$ cat src/rtl/jt1943_dwnld_sched.sv
// Download write scheduler: buffers mapped ROM writes in a small FIFO, issues
// them to the SDRAM write port, and sequences the game reset at download end.
//
// SDRAM handshake: sdram_req is a registered request that stays high, with
// sdram_addr/sdram_din/sdram_mask held at the FIFO head, until the cycle
// sdram_ack is sampled high. That cycle pops the head. sdram_req is low for
// the following cycle and re-rises only if entries remain. An ack seen while
// sdram_req is low is ignored.
module jt1943_dwnld_sched #(
    parameter int AW   = 2,
    parameter int HOLD = 16
) (
    input  logic        clk_rom,
    input  logic        rst_n,
    input  logic        downloading,
    input  logic        prog_we,
    input  logic [21:0] prog_addr,
    input  logic [7:0]  prog_data,
    input  logic [1:0]  prog_mask,
    output logic        ioctl_wait,
    output logic        sdram_req,
    output logic [21:0] sdram_addr,
    output logic [15:0] sdram_din,
    output logic [1:0]  sdram_mask,
    input  logic        sdram_ack,
    output logic        game_rst,
    output logic        dwnld_done,
    output logic [21:0] wr_count,
    output logic        overflow
);

    localparam int            DEPTH   = 1 << AW;
    localparam logic [AW:0]   DEPTH_V = (AW+1)'(DEPTH);
    localparam logic [AW:0]   WAIT_V  = (AW+1)'(DEPTH - 1);
    localparam logic [15:0]   HOLD_V  = 16'(HOLD - 1);

    typedef enum logic [2:0] {
        S_IDLE,
        S_LOAD,
        S_DRAIN,
        S_HOLD,
        S_DONE
    } state_t;

    state_t        state, state_nx;
    logic          dl_q;
    logic          rise;
    logic [AW-1:0] wr_ptr, rd_ptr;
    logic [AW:0]   occ, occ_nx;
    logic          active, full, push, pop, drop;
    logic          req_nx;
    logic          enter_load;
    logic [15:0]   hold_cnt;

    logic [21:0]   mem_addr [DEPTH];
    logic [7:0]    mem_data [DEPTH];
    logic [1:0]    mem_mask [DEPTH];

    assign rise       = downloading & ~dl_q;
    assign active     = (state == S_LOAD) || (state == S_DRAIN);
    assign full       = (occ == DEPTH_V);
    assign pop        = sdram_req & sdram_ack;
    // A full FIFO still takes a write in the same cycle the head leaves.
    assign push       = active & prog_we & (~full | pop);
    assign drop       = active & prog_we & full & ~pop;
    assign enter_load = (state_nx == S_LOAD) && (state != S_LOAD);

    assign sdram_addr = mem_addr[rd_ptr];
    assign sdram_din  = {mem_data[rd_ptr], mem_data[rd_ptr]};
    assign sdram_mask = mem_mask[rd_ptr];

    // Occupancy after this cycle's push/pop.
    always_comb begin
        occ_nx = occ;
        if (push && !pop) begin
            occ_nx = occ + 1'b1;
        end else if (pop && !push) begin
            occ_nx = occ - 1'b1;
        end
    end

    // Request for next cycle: drop on ack, hold while pending, else raise on data.
    always_comb begin
        req_nx = 1'b0;
        if (pop) begin
            req_nx = 1'b0;
        end else if (sdram_req) begin
            req_nx = 1'b1;
        end else if (active && occ != '0) begin
            req_nx = 1'b1;
        end
    end

    // Next-state logic; a downloading rising edge outranks drain/hold completion.
    always_comb begin
        state_nx = state;
        case (state)
            S_IDLE:  if (rise) state_nx = S_LOAD;
            S_LOAD:  if (!downloading) state_nx = S_DRAIN;
            S_DRAIN: begin
                if (rise) begin
                    state_nx = S_LOAD;
                end else if (occ_nx == '0 && !req_nx) begin
                    state_nx = S_HOLD;
                end
            end
            S_HOLD: begin
                if (rise) begin
                    state_nx = S_LOAD;
                end else if (hold_cnt == HOLD_V) begin
                    state_nx = S_DONE;
                end
            end
            S_DONE:  if (rise) state_nx = S_LOAD;
            default: state_nx = S_IDLE;
        endcase
    end

    // State register, edge history, hold timer and registered status outputs.
    always_ff @(posedge clk_rom or negedge rst_n) begin
        if (!rst_n) begin
            state      <= S_IDLE;
            dl_q       <= 1'b0;
            hold_cnt   <= '0;
            game_rst   <= 1'b1;
            dwnld_done <= 1'b0;
        end else begin
            state      <= state_nx;
            dl_q       <= downloading;
            game_rst   <= (state_nx != S_DONE);
            dwnld_done <= (state_nx == S_DONE);
            if (state == S_DRAIN && state_nx == S_HOLD) begin
                hold_cnt <= '0;
            end else if (state == S_HOLD) begin
                hold_cnt <= hold_cnt + 1'b1;
            end
        end
    end

    // FIFO pointers, occupancy, stall flag and SDRAM request.
    always_ff @(posedge clk_rom or negedge rst_n) begin
        if (!rst_n) begin
            wr_ptr     <= '0;
            rd_ptr     <= '0;
            occ        <= '0;
            ioctl_wait <= 1'b0;
            sdram_req  <= 1'b0;
        end else begin
            if (push) wr_ptr <= wr_ptr + 1'b1;
            if (pop)  rd_ptr <= rd_ptr + 1'b1;
            occ        <= occ_nx;
            ioctl_wait <= (occ_nx >= WAIT_V);
            sdram_req  <= req_nx;
        end
    end

    // Per-download statistics, cleared whenever a new download begins.
    always_ff @(posedge clk_rom or negedge rst_n) begin
        if (!rst_n) begin
            wr_count <= '0;
            overflow <= 1'b0;
        end else if (enter_load) begin
            wr_count <= '0;
            overflow <= 1'b0;
        end else begin
            if (pop)  wr_count <= wr_count + 1'b1;
            if (drop) overflow <= 1'b1;
        end
    end

    // Entry storage; contents need no reset since occupancy gates their use.
    always_ff @(posedge clk_rom) begin
        if (push) begin
            mem_addr[wr_ptr] <= prog_addr;
            mem_data[wr_ptr] <= prog_data;
            mem_mask[wr_ptr] <= prog_mask;
        end
    end

endmodule

$ cat config.mk
export PLATFORM = sky130hd
export DESIGN_NAME = jt1943_dwnld_sched
export DESIGN_NICKNAME = d
export VERILOG_FILES = /design/src/rtl/jt1943_dwnld_sched.sv
export SDC_FILE = /design/constraint.sdc
export NUM_CORES = 1
export LEC_CHECK = 0
export BUFFER_PORTS_ARGS = -buffer_cell sky130_fd_sc_hd__buf_2
export CAP_MARGIN = 20
export CELL_PAD_IN_SITES_DETAIL_PLACEMENT = 1
export CELL_PAD_IN_SITES_GLOBAL_PLACEMENT = 1
export CORE_MARGIN = 8
export CORE_UTILIZATION = 48
export DETAILED_ROUTE_END_ITERATION = 10
export GPL_ROUTABILITY_DRIVEN = 0
export GPL_TIMING_DRIVEN = 0
export PLACE_DENSITY = 0.83
export SYNTH_ARGS = -nofsm -noshare
export SYNTH_HDL_FRONTEND = slang
export SYNTH_SLANG_ARGS = --single-unit
$ cat constraint.sdc
create_clock -name clk_rom -period 2.8 [get_ports clk_rom]
set_clock_uncertainty 0.05 [all_clocks]
set_input_delay 0 -clock clk_rom [delete_from_list [all_inputs] [get_ports clk_rom]]
set_output_delay 0 -clock clk_rom [all_outputs]
set_load 0.01 [all_outputs]
==> metrics.md, run 1 <==
| Metric | Value |
|---|---|
| GRT overflow | 0 |
| Global-route wire length before repair | 28,970 µm |
| Nature of the critical path startpoint | flop |
| H-tree levels | 4 |
| Site Rows | 46 |
| Commonest non-fill, non-tap cell in the layout | edfxtp_1 |
| Async set-reset flop share out of synthesis | 29.67% |
| CTS tree | yes |
| Core box area | 15,710 µm² |
| Mapped Cells | 476 |
| Least-Margin Pin Slew | 0.8908 ns |
| Area of the multi-input gates | 2221 µm² |
| YS warnings | 0 |
| #FFs+latches synth | 182 |
| Die X | 142.2 µm |
| Worst Path Max Fanout | 10 |
| Vias in the first global route | 5,288 |
| DR vias/cell | 5.399 |
| Layout cells sized above 1 | 33.18% |
| WP data required | 2.75 ns |
| Biggest area consumer among synthesized cells | edfxtp_1 |
| DR vias | 4,670 |
| Leakage | 3.607 nW |
| Worst vdd ir | 528.9 µV |
| I/O pin cnt | 104 |
| Starting Density | 48.64% |
| Initial antenna violation count | 0 |
| Critical path's slowest cell | mux4_2 |
| Post-CTS Setup Bufs | 0 |
| WL/cell | 20.81 µm |
| Max Cap Viol | 0 |
| Relative slew slack | 40.62% |
| Hold Crit Class | input pin to asynchronous set/reset pin |
| Max Root-Sink Buffers | 2 |
| Post-synth EDFFs | 128 |
| Fillers | 1,521 |
| Non-Filler Instances | 865 |
| Sink Count | 182 |
| CP Cell Sequence | clkbuf_1 > buf_2 > mux4_2 > buf_4 > buf_2 |
| Overall global routing resource usage | 18.86% |
| Commonest cells after routing, fill and taps aside | edfxtp_1 (128), buf_2 (110), dfrtp_1 (53) |
| Minimum clock period | 2.480 ns |
| Yosys top cell area share | 50.29% |
| RSZ-0062 raised after global routing | no |
| Top cells by area, synth | edfxtp_1 (50%), dfrtp_1 (17%), mux4_2 (9.4%) |
| Remaining routing DRC violations | 0 |
| Mapped Area | 7642 µm² |
| Most used flip-flop cell after synthesis | edfxtp_1 |
| FF+latch area | 5196 µm² |
| Count of cell types in the netlist | 51 |
| Post-synthesis net count | 522 |
| Outcome | finished, final reports clean |
| Fin nets | 681 |
| 1st-pass router iterations | 5 |
| Most frequent CP cell | buf_2 |
| Crit. End Element | primary output |
| Initial drt markers | 235 |
| Final Hold Fails | 0 |
| Cts-stage hold buffer count | 36 |
| Max incr delay on CP | 0.60 ns |
| Clk slew on worst S/H paths | 0.07 ns |
| Clock latency on the worst-skew pair | 0.43 ns |
| DIE AREA | 20,220 µm² |
| Routed WL | 18,000 µm |
| Placed insts | 796 |
| Final HPWL DP | 11,290 µm |
| Synth-to-layout area growth | 23.49% |
| Arr. time, crit path | 2.43 ns |
| Final Max Slew Viols | 0 |
| Largest net degree at the start of global routing | 40 |
| Setup ws final | 0.3204 ns |
| Syn Area/Cell | 16.06 µm² |
| Power per cell area | 976.6 nW/µm² |
| Post-synthesis sequential area ratio | 67.99% |
| Die Ht | 142.2 µm |
| Root buffer cell | clkbuf_16 |
| Place WS | 0.3085 ns |
| Input/output buffers | 103 |
| Setup violations, final | 0 |
| Remaining antenna violation count | 0 |
| Fmax | 403.3 MHz |
| Clock buffer count from CTS | 17 |
| CP Class | flop to primary output |
| Cts repair resizes | 0 |
| Tcrit/Tclk final | 88.56% |
## synthesized netlist by cell type, drive strengths merged (10+ instances only)
library cell	number
edfxtp	128
dfrtp	53
nor2	33
mux4	32
a21oi	24
xnor2	24
nand2	22
buf	20
xor2	16
inv	14
nand3	12
nand4	12
and3	10
## state kept, by name, indices dropped and copies added (netlist names)
name / cells
dl_q: 1
dwnld_done: 1
game_rst: 1
hold_cnt: 16
ioctl_wait: 1
mem_addr: 88
mem_data: 32
mem_mask: 8
occ: 3
overflow: 1
rd_ptr: 2
sdram_req: 1
state: 3
wr_count: 22
wr_ptr: 2
## logic make-up after synthesis
| logic type | Yosys count | synth area share [%] |
|---|---|---|
| buf+inv | 43 | 3.012 |
| flops | 182 | 67.99 |
| fa+ha+maj | 9 | 1.474 |
| compound gates | 43 | 3.946 |
| mux | 34 | 9.709 |
| xor+xnor | 40 | 4.928 |
| simple gates | 125 | 8.939 |
## where the power goes
part	leakage, nW	internal (mW)	switching, mW	total [mW]
clock network	0.294	1.44	1.09	2.52
logic	1.46	1.33	1.65	2.99
registers	1.85	3.41	0.302	3.71
## critical path, delay by kind of cell, from the launching register on
kind     cells  cell delay [ns]
mux          1             0.60
buf+inv      4             1.08
flops        1             0.32
## final timing paths
kind / endpoint / slack [ns] / depth (start not counted) / startpoint
hold / removal: wr_count[12]$_DFFE_PN0P_ / 0.04 / 3 / rst_n
setup / recovery: sdram_din[14] / 0.32 / 5 / rd_ptr[0]$_DFFE_PN0P_
max in group asynchronous: wr_count[4]$_DFFE_PN0P_ / 1.53 / 3 / rst_n
hold reg to reg: overflow$_DFFE_PN0P_ / 0.49 / 2 / overflow$_DFFE_PN0P_
min in group clk_rom: state[0]$_DFF_PN0_ / 0.06 / 3 / prog_we
setup reg to reg: mem_addr[1][8]$_DFFE_PP_ / 0.32 / 4 / state[2]$_DFF_PN0_
## final cells by class
| class | instances | area share (%) |
|---|---|---|
| Antenna cell | 1 | 0.02651 |
| Buffer | 29 | 1.883 |
| Clock buffer | 18 | 4.547 |
| Clock inverter | 14 | 2.042 |
| Inverter | 14 | 0.5568 |
| Multi-Input combinational cell | 251 | 23.53 |
| Sequential cell | 182 | 55.06 |
| Tap cell | 216 | 2.864 |
| Timing Repair Buffer | 140 | 9.492 |
## layer usage
layer | GRT usage [%] | vias to the layer above | share of wire (%)
met5 | 0 | - | 0
met1 | 21.86 | 2417 | 41
met2 | 33.40 | 131 | 54
met4 | 6.105 | 0 | 1.1
li1 | - | 2105 | -
met3 | 4.898 | 17 | 4.7
## per-stage QoR
stage          instance area (µm²)  hold WS (ns)  TNS (ns)  power [mW]  util [%]
4_1_cts                       9435       0.02893         0       9.289     60.05
6_report                      9438       0.04164         0       9.217     60.07
3_3_place_gp                  8428        0.1095    -24.75       6.530     53.64
5_1_grt                       9435       0.06709         0       9.696     60.05
2_1_floorplan                 7642       -0.3456         0       5.674         -
3_5_place_dp                  8453      -0.09922         0       6.687     53.80
Power figures use the tool's default switching activity.
==> inputs of run 2 (changes only) <==
--- a/config.mk
+++ b/config.mk
@@ -9,7 +9,6 @@
 export CAP_MARGIN = 20
 export CELL_PAD_IN_SITES_DETAIL_PLACEMENT = 1
 export CELL_PAD_IN_SITES_GLOBAL_PLACEMENT = 1
-export CORE_MARGIN = 8
 export CORE_UTILIZATION = 48
 export DETAILED_ROUTE_END_ITERATION = 10
 export GPL_ROUTABILITY_DRIVEN = 0
==> metrics.md, run 2 (synthesis gave the netlist of run 1 again) <==
| Metric | Value |
|---|---|
| Minimum clock period | 2.531 ns (was 2.480 ns) |
| Final Cell Area | 9373 µm² (was 9438 µm²) |
| ANT cells | 0 (was 1) |
| Least-Margin Pin Slew | 0.9070 ns (was 0.8908 ns) |
| Fillers | 1,483 (was 1,521) |
| Leakage | 3.582 nW (was 3.607 nW) |
| M1 GR Usage | 27.36% (was 21.86%) |
| DIE AREA | 16,430 µm² (was 20,220 µm²) |
| Place WS | 0.3635 ns (was 0.3085 ns) |
| Met2 usage | 39.43% (was 33.40%) |
| Critical path's slowest cell | mux4_2 (unchanged) |
| Fmax | 395.1 MHz (was 403.3 MHz) |
| Most frequent CP cell | buf_2 (unchanged) |
| Clock latency on the worst-skew pair | 0.43 ns (about the same) |
| Cts-stage hold buffer count | 35 (was 36) |
| Clock buffer count from CTS | 17 (unchanged) |
| Synth-to-layout area growth | 22.64% (was 23.49%) |
| Area of the multi-input gates | 2221 µm² (unchanged) |
| Nature of the critical path startpoint | flop (unchanged) |
| Final Hold Fails | 0 (unchanged) |
| Max FFs per register | 88 (unchanged) |
| Max Root-Sink Buffers | 2 (unchanged) |
| GRT met3 Usage | 4.508% (was 4.898%) |
| Core box area | 15,370 µm² (was 15,710 µm²) |
| CTS tree | yes (unchanged) |
| Root buffer cell | clkbuf_16 (unchanged) |
| Hold Crit Class | input pin to flop (was input pin to asynchronous set/reset pin) |
| Die X | 128.2 µm (was 142.2 µm) |
| Power per cell area | 959.3 nW/µm² (was 976.6 nW/µm²) |
| Hold endpoint | state[0]$_DFF_PN0_ |
| 1st-pass router iterations | 4 (was 5) |
| Post-CTS Setup Bufs | 0 (unchanged) |
| I/O pin cnt | 104 (unchanged) |
| Reg2reg end | mem_addr[3][2]$_DFFE_PP_ (was mem_addr[1][8]$_DFFE_PP_) |
| Biggest regs | mem_addr (88), mem_data (32), wr_count (22) (unchanged) |
| RSZ-0062 raised after global routing | no (unchanged) |
| Hold Path Origin | prog_we |
| Vias in the first global route | 5,015 (was 5,288) |
| Setup ws final | 0.2692 ns (was 0.3204 ns) |
| R2R Path Start | state[2]$_DFF_PN0_ (unchanged) |
| Outcome | finished, final reports clean (unchanged) |
| Hold Crit Depth | 3 |
| Grt peak-use layer | met2 (unchanged) |
| Global-route wire length before repair | 27,300 µm (was 28,970 µm) |
| DR vias | 4,586 (was 4,670) |
| Remaining antenna violation count | 0 (unchanged) |
| Worst vdd ir | 494.7 µV (was 528.9 µV) |
| Crit. End Element | primary output (unchanged) |
| Final Max Slew Viols | 0 (unchanged) |
| Relative slew slack | 39.53% (was 40.62%) |
| FF+latch area | 5196 µm² (unchanged) |
| WP data required | 2.75 ns (about the same) |
| Post-DP Area | 8447 µm² (was 8453 µm²) |
| Worst Path Max Fanout | 10 (unchanged) |
| Cts repair resizes | 0 (unchanged) |
| Most flops, register | mem_addr (unchanged) |
| Reg2reg setup slack | 0.31 ns (was 0.32 ns) |
| Arr. time, crit path | 2.48 ns (was 2.43 ns) |
| Clk slew on worst S/H paths | 0.07 ns (about the same) |
| H-tree levels | 4 (unchanged) |
| Worst Reg2Reg Path Length in Cells | 4 (unchanged) |
| Die Ht | 128.2 µm (was 142.2 µm) |
| Commonest cells after routing, fill and taps aside | edfxtp_1 (128), buf_2 (110), dfrtp_1 (53) (unchanged) |
| Commonest non-fill, non-tap cell in the layout | edfxtp_1 (unchanged) |
| Setup violations, final | 0 (unchanged) |
| Sink Count | 182 (unchanged) |
| Fin nets | 680 (was 681) |
| Tcrit/Tclk final | 90.38% (was 88.56%) |
| Largest net degree at the start of global routing | 33 (was 40) |
| Site Rows | 45 (was 46) |
| Input/output buffers | 103 (unchanged) |
| Starting Density | 49.72% (was 48.64%) |
| Max incr delay on CP | 0.61 ns (was 0.60 ns) |
| WL/cell | 19.98 µm (was 20.81 µm) |
| Layout cells sized above 1 | 33.38% (was 33.18%) |
| CP Class | flop to primary output (unchanged) |
| Final HPWL DP | 10,920 µm (was 11,290 µm) |
| Remaining routing DRC violations | 0 (unchanged) |
| Initial antenna violation count | 0 (unchanged) |
| CP Cell Sequence | clkbuf_1 > buf_2 > mux4_2 > buf_4 > buf_2 (unchanged) |
| DR vias/cell | 5.345 (was 5.399) |
| Routed WL | 17,140 µm (was 18,000 µm) |
| Initial drt markers | 268 (was 235) |
| Max Cap Viol | 0 (unchanged) |
| Overall global routing resource usage | 22.42% (was 18.86%) |
| GRT overflow | 0 (unchanged) |
[run 2: changes by cell type in the layout (fill, tap and decap cells not counted)]
| cell | previous run | this run |
|---|---|---|
| inv_6 | 3 | 4 |
| clkinv_2 | 0 | 1 |
| clkinv_4 | 0 | 3 |
| bufinv_16 | 3 | 1 |
| diode_2 | 1 | 0 |
| dlygate4sd3_1 | 36 | 35 |
| clkinv_1 | 1 | 0 |
| inv_8 | 3 | 1 |
[run 2: where the power goes]
group / switching [mW] / total (mW) / internal (mW)
sequential: 0.306 / 3.71 / 3.41
clock: 1.07 / 2.32 / 1.25
combinational: 1.63 / 2.96 / 1.33
[run 2: worst max-delay path: cells and delay by family (launching register included)]
family	cells	cell delay, ns
buf+inv	4	1.12
flops	1	0.32
mux	1	0.61
[run 2: routing by layer]
layer,vias up,part of all wire (%)
met2,117,53
met1,2345,42
li1,2099,-
met3,25,3.9
met4,0,1.5
met5,-,0
[run 2: layout make-up]
type	count	area share, %
Sequential cell	182	55.44
Inverter	14	0.5607
Buffer	29	1.896
Timing Repair Buffer	139	9.451
Clock inverter	14	1.562
Multi-Input combinational cell	251	23.70
Tap cell	211	2.817
Clock buffer	18	4.579
[run 2: through the flow]
step | power [mW] | hold slack [ns] | instances | util, % | TNS [ns]
after global routing | 9.443 | 0.05033 | 858 | 60.98 | 0
final | 8.992 | 0.02327 | 858 | 60.98 | 0
after floorplan | 5.674 | -0.3456 | 476 | - | 0
after global placement | 6.496 | 0.1112 | 790 | 54.79 | -18.88
after CTS | 9.066 | 0.01131 | 858 | 60.98 | 0
after detailed placement | 6.673 | 0.01045 | 791 | 54.95 | 0
[run 2: worst max-delay path by stage]
stage / to / start / slack [ns] / depth (start not counted)
detailed placement: mem_addr[3][3]$_DFFE_PP_ / state[2]$_DFF_PN0_ / 0.36 / 4
global route: sdram_din[13] / rd_ptr[0]$_DFFE_PN0P_ / 0.09 / 5
global placement: mem_addr[1][2]$_DFFE_PP_ / state[2]$_DFF_PN0_ / -0.16 / 4
CTS: sdram_din[13] / rd_ptr[0]$_DFFE_PN0P_ / 0.20 / 5
floorplan: mem_addr[0][0]$_DFFE_PP_ / state[2]$_DFF_PN0_ / 0.54 / 4
finish: sdram_din[13] / rd_ptr[0]$_DFFE_PN0P_ / 0.27 / 5
